### src/rtl/shift_sequencer.sv
// shift_sequencer
//
// Multi-cycle controller for a shared, external, purely combinational
// 32-bit logical-right barrel shifter. It runs SRL, SLL, SRA and ROR for
// the EX stage by conditioning the shifter operand and result:
//   SLL : bit-reverse the operand in, bit-reverse the result out
//   SRA : for negative operands, invert in and invert out
//   ROR : two passes, (d >> s) | (d << (32 - s)), where the left shift
//         is done as a bit-reversed right shift
//
// Configuration macro: SHIFT_SEQ_ROR_EN
//   defined   : ROR is supported (PASS2 state and partial register present)
//   undefined : op 11 executes as SRL with single-pass latency
//
// Ports
//   clk        in   1  clock
//   rst        in   1  asynchronous active-high reset
//   req_valid  in   1  request present
//   req_ready  out  1  request accepted when high (IDLE only)
//   req_op     in   2  00 SRL, 01 SLL, 10 SRA, 11 ROR
//   req_data   in  32  operand
//   req_shamt  in   5  shift amount
//   rsp_valid  out  1  result valid (DONE)
//   rsp_ready  in   1  consumer accepts result
//   rsp_data   out 32  registered result
//   busy       out  1  high whenever not IDLE
//   sh_a       out 32  operand to external shifter
//   sh_shamt   out 32  shift amount to external shifter, [31:5] always 0
//   sh_out     in  32  combinational shifter result
module shift_sequencer (
  input  logic        clk,
  input  logic        rst,
  input  logic        req_valid,
  output logic        req_ready,
  input  logic [1:0]  req_op,
  input  logic [31:0] req_data,
  input  logic [4:0]  req_shamt,
  output logic        rsp_valid,
  input  logic        rsp_ready,
  output logic [31:0] rsp_data,
  output logic        busy,
  output logic [31:0] sh_a,
  output logic [31:0] sh_shamt,
  input  logic [31:0] sh_out
);

  typedef enum logic [1:0] {
    S_IDLE  = 2'd0,
    S_PASS1 = 2'd1,
    S_PASS2 = 2'd2,
    S_DONE  = 2'd3
  } state_t;

  localparam logic [1:0] OP_SRL = 2'b00;
  localparam logic [1:0] OP_SLL = 2'b01;
  localparam logic [1:0] OP_SRA = 2'b10;
  localparam logic [1:0] OP_ROR = 2'b11;

  function automatic logic [31:0] bitrev(input logic [31:0] v);
    logic [31:0] r;
    for (int i = 0; i < 32; i++) r[i] = v[31-i];
    return r;
  endfunction

  state_t      r_state;
  logic [1:0]  r_op;
  logic [31:0] r_data;
  logic [4:0]  r_shamt;
  logic [31:0] r_rsp_data;

  logic [31:0] w_sh_a;
  logic [31:0] w_sh_shamt;
  logic [31:0] w_pass1_res;

`ifdef SHIFT_SEQ_ROR_EN
  logic [31:0] r_partial;
  logic [5:0]  w_ror_amt;

  // Left-shift amount for the second ROR pass; shamt is never 0 here.
  assign w_ror_amt = 6'd32 - {1'b0, r_shamt};
`endif

  // Operand conditioning toward the shifter; zero outside the pass states.
  always_comb begin
    w_sh_a     = '0;
    w_sh_shamt = '0;
    case (r_state)
      S_PASS1: begin
        w_sh_shamt = {27'b0, r_shamt};
        case (r_op)
          OP_SLL:  w_sh_a = bitrev(r_data);
          OP_SRA:  w_sh_a = r_data[31] ? ~r_data : r_data;
          default: w_sh_a = r_data;
        endcase
      end
`ifdef SHIFT_SEQ_ROR_EN
      S_PASS2: begin
        w_sh_a     = bitrev(r_data);
        w_sh_shamt = {27'b0, w_ror_amt[4:0]};
      end
`endif
      default: begin
        w_sh_a     = '0;
        w_sh_shamt = '0;
      end
    endcase
  end

  // Result post-conditioning for the first pass.
  always_comb begin
    w_pass1_res = sh_out;
    case (r_op)
      OP_SLL:  w_pass1_res = bitrev(sh_out);
      OP_SRA:  w_pass1_res = r_data[31] ? ~sh_out : sh_out;
      default: w_pass1_res = sh_out;
    endcase
  end

  always_ff @(posedge clk or posedge rst) begin
    if (rst) begin
      r_state    <= S_IDLE;
      r_op       <= '0;
      r_data     <= '0;
      r_shamt    <= '0;
      r_rsp_data <= '0;
`ifdef SHIFT_SEQ_ROR_EN
      r_partial  <= '0;
`endif
    end else begin
      case (r_state)
        S_IDLE: begin
          if (req_valid) begin
            r_op    <= req_op;
            r_data  <= req_data;
            r_shamt <= req_shamt;
            r_state <= S_PASS1;
          end
        end
        S_PASS1: begin
`ifdef SHIFT_SEQ_ROR_EN
          // ROR by 0 is the operand itself, so it finishes in one pass.
          if (r_op == OP_ROR && r_shamt != 5'd0) begin
            r_partial <= sh_out;
            r_state   <= S_PASS2;
          end else begin
            r_rsp_data <= w_pass1_res;
            r_state    <= S_DONE;
          end
`else
          r_rsp_data <= w_pass1_res;
          r_state    <= S_DONE;
`endif
        end
        S_PASS2: begin
`ifdef SHIFT_SEQ_ROR_EN
          r_rsp_data <= r_partial | bitrev(sh_out);
          r_state    <= S_DONE;
`else
          r_state    <= S_IDLE;
`endif
        end
        S_DONE: begin
          if (rsp_ready) r_state <= S_IDLE;
        end
        default: r_state <= S_IDLE;
      endcase
    end
  end

  assign req_ready = (r_state == S_IDLE);
  assign busy      = (r_state != S_IDLE);
  assign rsp_valid = (r_state == S_DONE);
  assign rsp_data  = r_rsp_data;
  assign sh_a      = w_sh_a;
  assign sh_shamt  = w_sh_shamt;

endmodule

### config.mk
export PLATFORM = sky130hd
export DESIGN_NAME = shift_sequencer
export DESIGN_NICKNAME = d
export VERILOG_FILES = /design/src/rtl/shift_sequencer.sv
export SDC_FILE = /design/constraint.sdc
export NUM_CORES = 1
export LEC_CHECK = 0
export BUFFER_PORTS_ARGS = -buffer_cell sky130_fd_sc_hd__buf_2
export CAP_MARGIN = 10
export CORE_MARGIN = 5
export CORE_UTILIZATION = 25
export DETAILED_ROUTE_END_ITERATION = 10
export PLACE_DENSITY = 0.43
export RECOVER_POWER = 100
export SLEW_MARGIN = 25
export SYNTH_ARGS = -nofsm -noshare
export SYNTH_HDL_FRONTEND = slang
export SYNTH_SLANG_ARGS = --single-unit
### constraint.sdc
create_clock -name clk -period 3.6 [get_ports clk]
set_clock_uncertainty 0.2 [all_clocks]
set_input_delay 0.72 -clock clk [delete_from_list [all_inputs] [get_ports clk]]
set_output_delay 0.72 -clock clk [all_outputs]
set_load 0.01 [all_outputs]
==> impl_metrics.csv <==
group,metric,value,unit
cells_and_area,n_fill_cell,1965,
global_route,use_met2,23.26,%
setup_path,critPathCaptureType,"output pin",
detailed_routing,drtPass1Iterations,4,
detailed_routing,viasPerCell,5.024,
clock_network,cts.repair.resized,0,
pwr,peakVddDrop,0.3974,mV
synth,ys_seq_area_share,39.49,%
detailed_routing,drt_iter0_drc,227,
synth,syn_area,4626,sq um
pwr,power.density,1002,nW/um^2
place,hpwl,10.14,mm
detailed_routing,avgRoutedWirePerCell,18.16,um
detailed_routing,drc,0,
setup_path,criticalPathCategory,"register to output pin",
global_route,grt_max_degree,74,
sta,maxSlewViolCount,114,
clock_network,cts_max_level,3,
cells_and_area,area_growth,19.88,%
floorplanning,ios,174,
setup_path,cp-start-kind,"register",
clock_network,clock-sinks,73,
global_route,grt.overflow.total,0,
pwr,power.total,5.559,mW
synth,yosys.area.top_type,"dfrtp_1",
setup_path,required,2.68,ns
place,preCtsSetupSlack,0.7559,ns
sta,setup_viol,0,
cells_and_area,nets,677,
floorplanning,die_h,146.0,um
clock_network,cts_hold_buf,0,
setup_path,crit_path_max_fanout,22,
cells_and_area,insertedDiodeCount,0,
sta,layout_setup_ws,0.4052,ns
detailed_routing,vias,4175,
floorplanning,rows,49,
clock_network,insertion_delay,0.33,ns
clock_network,cts_buffers,9,
detailed_routing,wirelength,15.09,mm
clock_network,cts_max_path_buffers,2,
synth,netlist-cell-type-count,32,
synth,syn_avg_cell_area,9.697,sq um
clock_network,post-cts-setup-buffers,0,
clock_network,cts-root-buf,"clkbuf_16",
clock_network,clkTransAtPathRegs,0.05,ns
floorplanning,core_area,18090,sq um
floorplanning,start_util,25.58,%
min_path,hp-class,"register to register",
clock_network,cts_tree,"yes",
run_status,status,"finished with violations",
detailed_routing,drtAntennaViolNets,0,
flow_run,cap_violations,2,
global_route,busiest_layer,"met2",
synth,synth_warnings,0,
global_route,grt_pass1_vias,4451,
sta,worst_pin_slew,1.995,ns
floorplanning,die_area,21320,sq um
synth,ys_ff_latch,73,
global_route,antenna_found_initial,0,
cells_and_area,drive_above_1_share,22.92,%
sta,relSlewSlack,-33.00,%
place,portBuffers,146,
global_route,use_met3,4.648,%
synth,synth_top_area_share,39.49,%
synth,netlist_instances,477,
place,gp_congestion,0.7834,
global_route,grtUsageTotal,14.14,%
sta,rsz0062_at_grt,"no",
pwr,leakage,2.327,nW
sta,clock.fmax,313.0,MHz
sta,hold_viol,0,
global_route,grt_pass1_wl,24.51,mm
sta,post-route-period-util,88.74,%
sta,layout_min_cycle_time,3.195,ns
floorplanning,fp.dieW,146.0,um
setup_path,arrival,2.27,ns
global_route,use_met1,17.97,%
run_status,violations,"max-capacitance violations, max-slew violations",
sta,fin_setup_tns,0,ns
synth,netlist_top_cells_area,"dfrtp_1 39%, mux2_2 7.1%, mux2i_1 6.9%",
[layer usage]
| metal | up-vias | share of wire (%) |
|---|---|---|
| met5 | - | 0 |
| met4 | 0 | 0.93 |
| met3 | 14 | 8.4 |
| met2 | 177 | 46 |
| met1 | 2050 | 45 |
| li1 | 1934 | - |
[stage by stage]
step,hold slack [ns],cells,cell area (sq um),util (%)
after CTS,0.3059,831,5673,31.37
after detailed placement,0.2985,817,5428,30.01
after floorplan,0.2720,503,4723,-
after global routing,0.2948,831,5545,30.66
final,0.2868,831,5545,30.66
after global placement,0.2831,817,5428,30.01
[state kept, by name (all words and copies together), names as in the netlist]
register  flops
r_shamt       5
r_state       2
r_op          2
rsp_data     32
r_data       32
[cell families after synthesis]
| logic type | count (synthesis) | synth area share, % |
|---|---|---|
| adder cells (fa/ha/maj) | 3 | 0.8116 |
| AND/OR/NAND/NOR | 91 | 10.44 |
| other | 1 | 0.08107 |
| multiplexers | 71 | 17.23 |
| flip-flops | 73 | 39.49 |
| buffers and inverters | 89 | 10.47 |
| AO/OA/AOI/OAI | 149 | 21.48 |
[path summary, 6_finish.rpt]
kind	slack, ns	to	cells after the start	startpoint
worst max-delay path	0.41	sh_a[1]	7	r_op[1]$_DFFE_PP0P_
worst min-delay path	0.29	r_shamt[1]$_DFFE_PP0P_	1	r_shamt[1]$_DFFE_PP0P_
worst max register to register	0.54	r_data[23]$_DFFE_PP0P_	4	r_state[0]$_DFFE_PP0P_
worst min register to register	0.29	r_shamt[1]$_DFFE_PP0P_	1	r_shamt[1]$_DFFE_PP0P_
max in group asynchronous	1.13	rsp_data[12]$_DFFE_PP0P_	3	rst
min in group asynchronous	0.91	r_state[0]$_DFFE_PP0P_	3	rst
[critical path: stages (launching register included)]
cell and delay, ns:
dfrtp_1 0.41, inv_1 0.07, ha_1 0.13, buf_4 0.20, nor2b_4 0.58, a32oi_1 0.12
a21oi_1 0.26, clkbuf_1 0.19
[power by group]
group | leakage [nW] | switching [mW] | internal, mW | total (mW)
Clock | 0.120 | 0.325 | 0.459 | 0.783
Combinational | 1.36 | 1.90 | 1.21 | 3.11
Sequential | 0.849 | 0.405 | 1.26 | 1.66
[final cells by class]
cell class / count / area (sq um) / share of cell area (%)
Clock buffer: 13 / 240.2 / 4.332
Timing Repair Buffer: 158 / 730.7 / 13.18
Inverter: 16 / 61.31 / 1.106
Sequential cell: 73 / 1827 / 32.94
Tap cell: 229 / 286.5 / 5.167
Clock inverter: 1 / 5.005 / 0.09025
Multi-Input combinational cell: 341 / 2395 / 43.19
[placed cells by master, fill, tap and decap left out, types with 2 or more instances in the layout]
master / synthesis / routed
nor2_1: 32 / 32
nor2b_1: 24 / 20
conb_1: 1 / 27
buf_2: 14 / 78
buf_4: 29 / 10
mux2_1: 0 / 8
clkbuf_2: 0 / 2
dfrtp_1: 73 / 73
a32oi_1: 11 / 11
a221oi_1: 32 / 32
ha_1: 3 / 3
a31oi_1: 11 / 11
a22oi_1: 27 / 27
mux2_2: 29 / 29
nand2_1: 12 / 12
o21ai_0: 13 / 13
clkbuf_1: 26 / 72
nor2b_2: 0 / 3
nand3b_1: 12 / 12
and2_0: 0 / 3
and2_1: 6 / 4
clkbuf_16: 0 / 9
mux2_4: 10 / 2
a21oi_1: 53 / 53
inv_1: 15 / 15
mux2i_1: 32 / 32
[cell usage after synthesis]
library cell	instances
a31oi_1	11
buf_2	14
a32oi_1	11
o21ai_0	13
buf_6	1
and2_4	1
or2_4	1
mux2i_1	32
a221oi_1	32
nor2b_1	24
and2b_1	1
inv_2	1
nand2_1	12
and3b_1	1
mux2_4	10
nand2b_1	1
clkbuf_1	26
buf_4	29
a21oi_1	53
a22oi_1	27
inv_1	15
a21o_1	1
mux2_2	29
ha_1	3
nand3b_1	12
conb_1	1
buf_1	2
nor2_1	32
a21boi_0	1
dfrtp_1	73
and2_1	6
buf_12	1
Power figures use the tool's default switching activity.
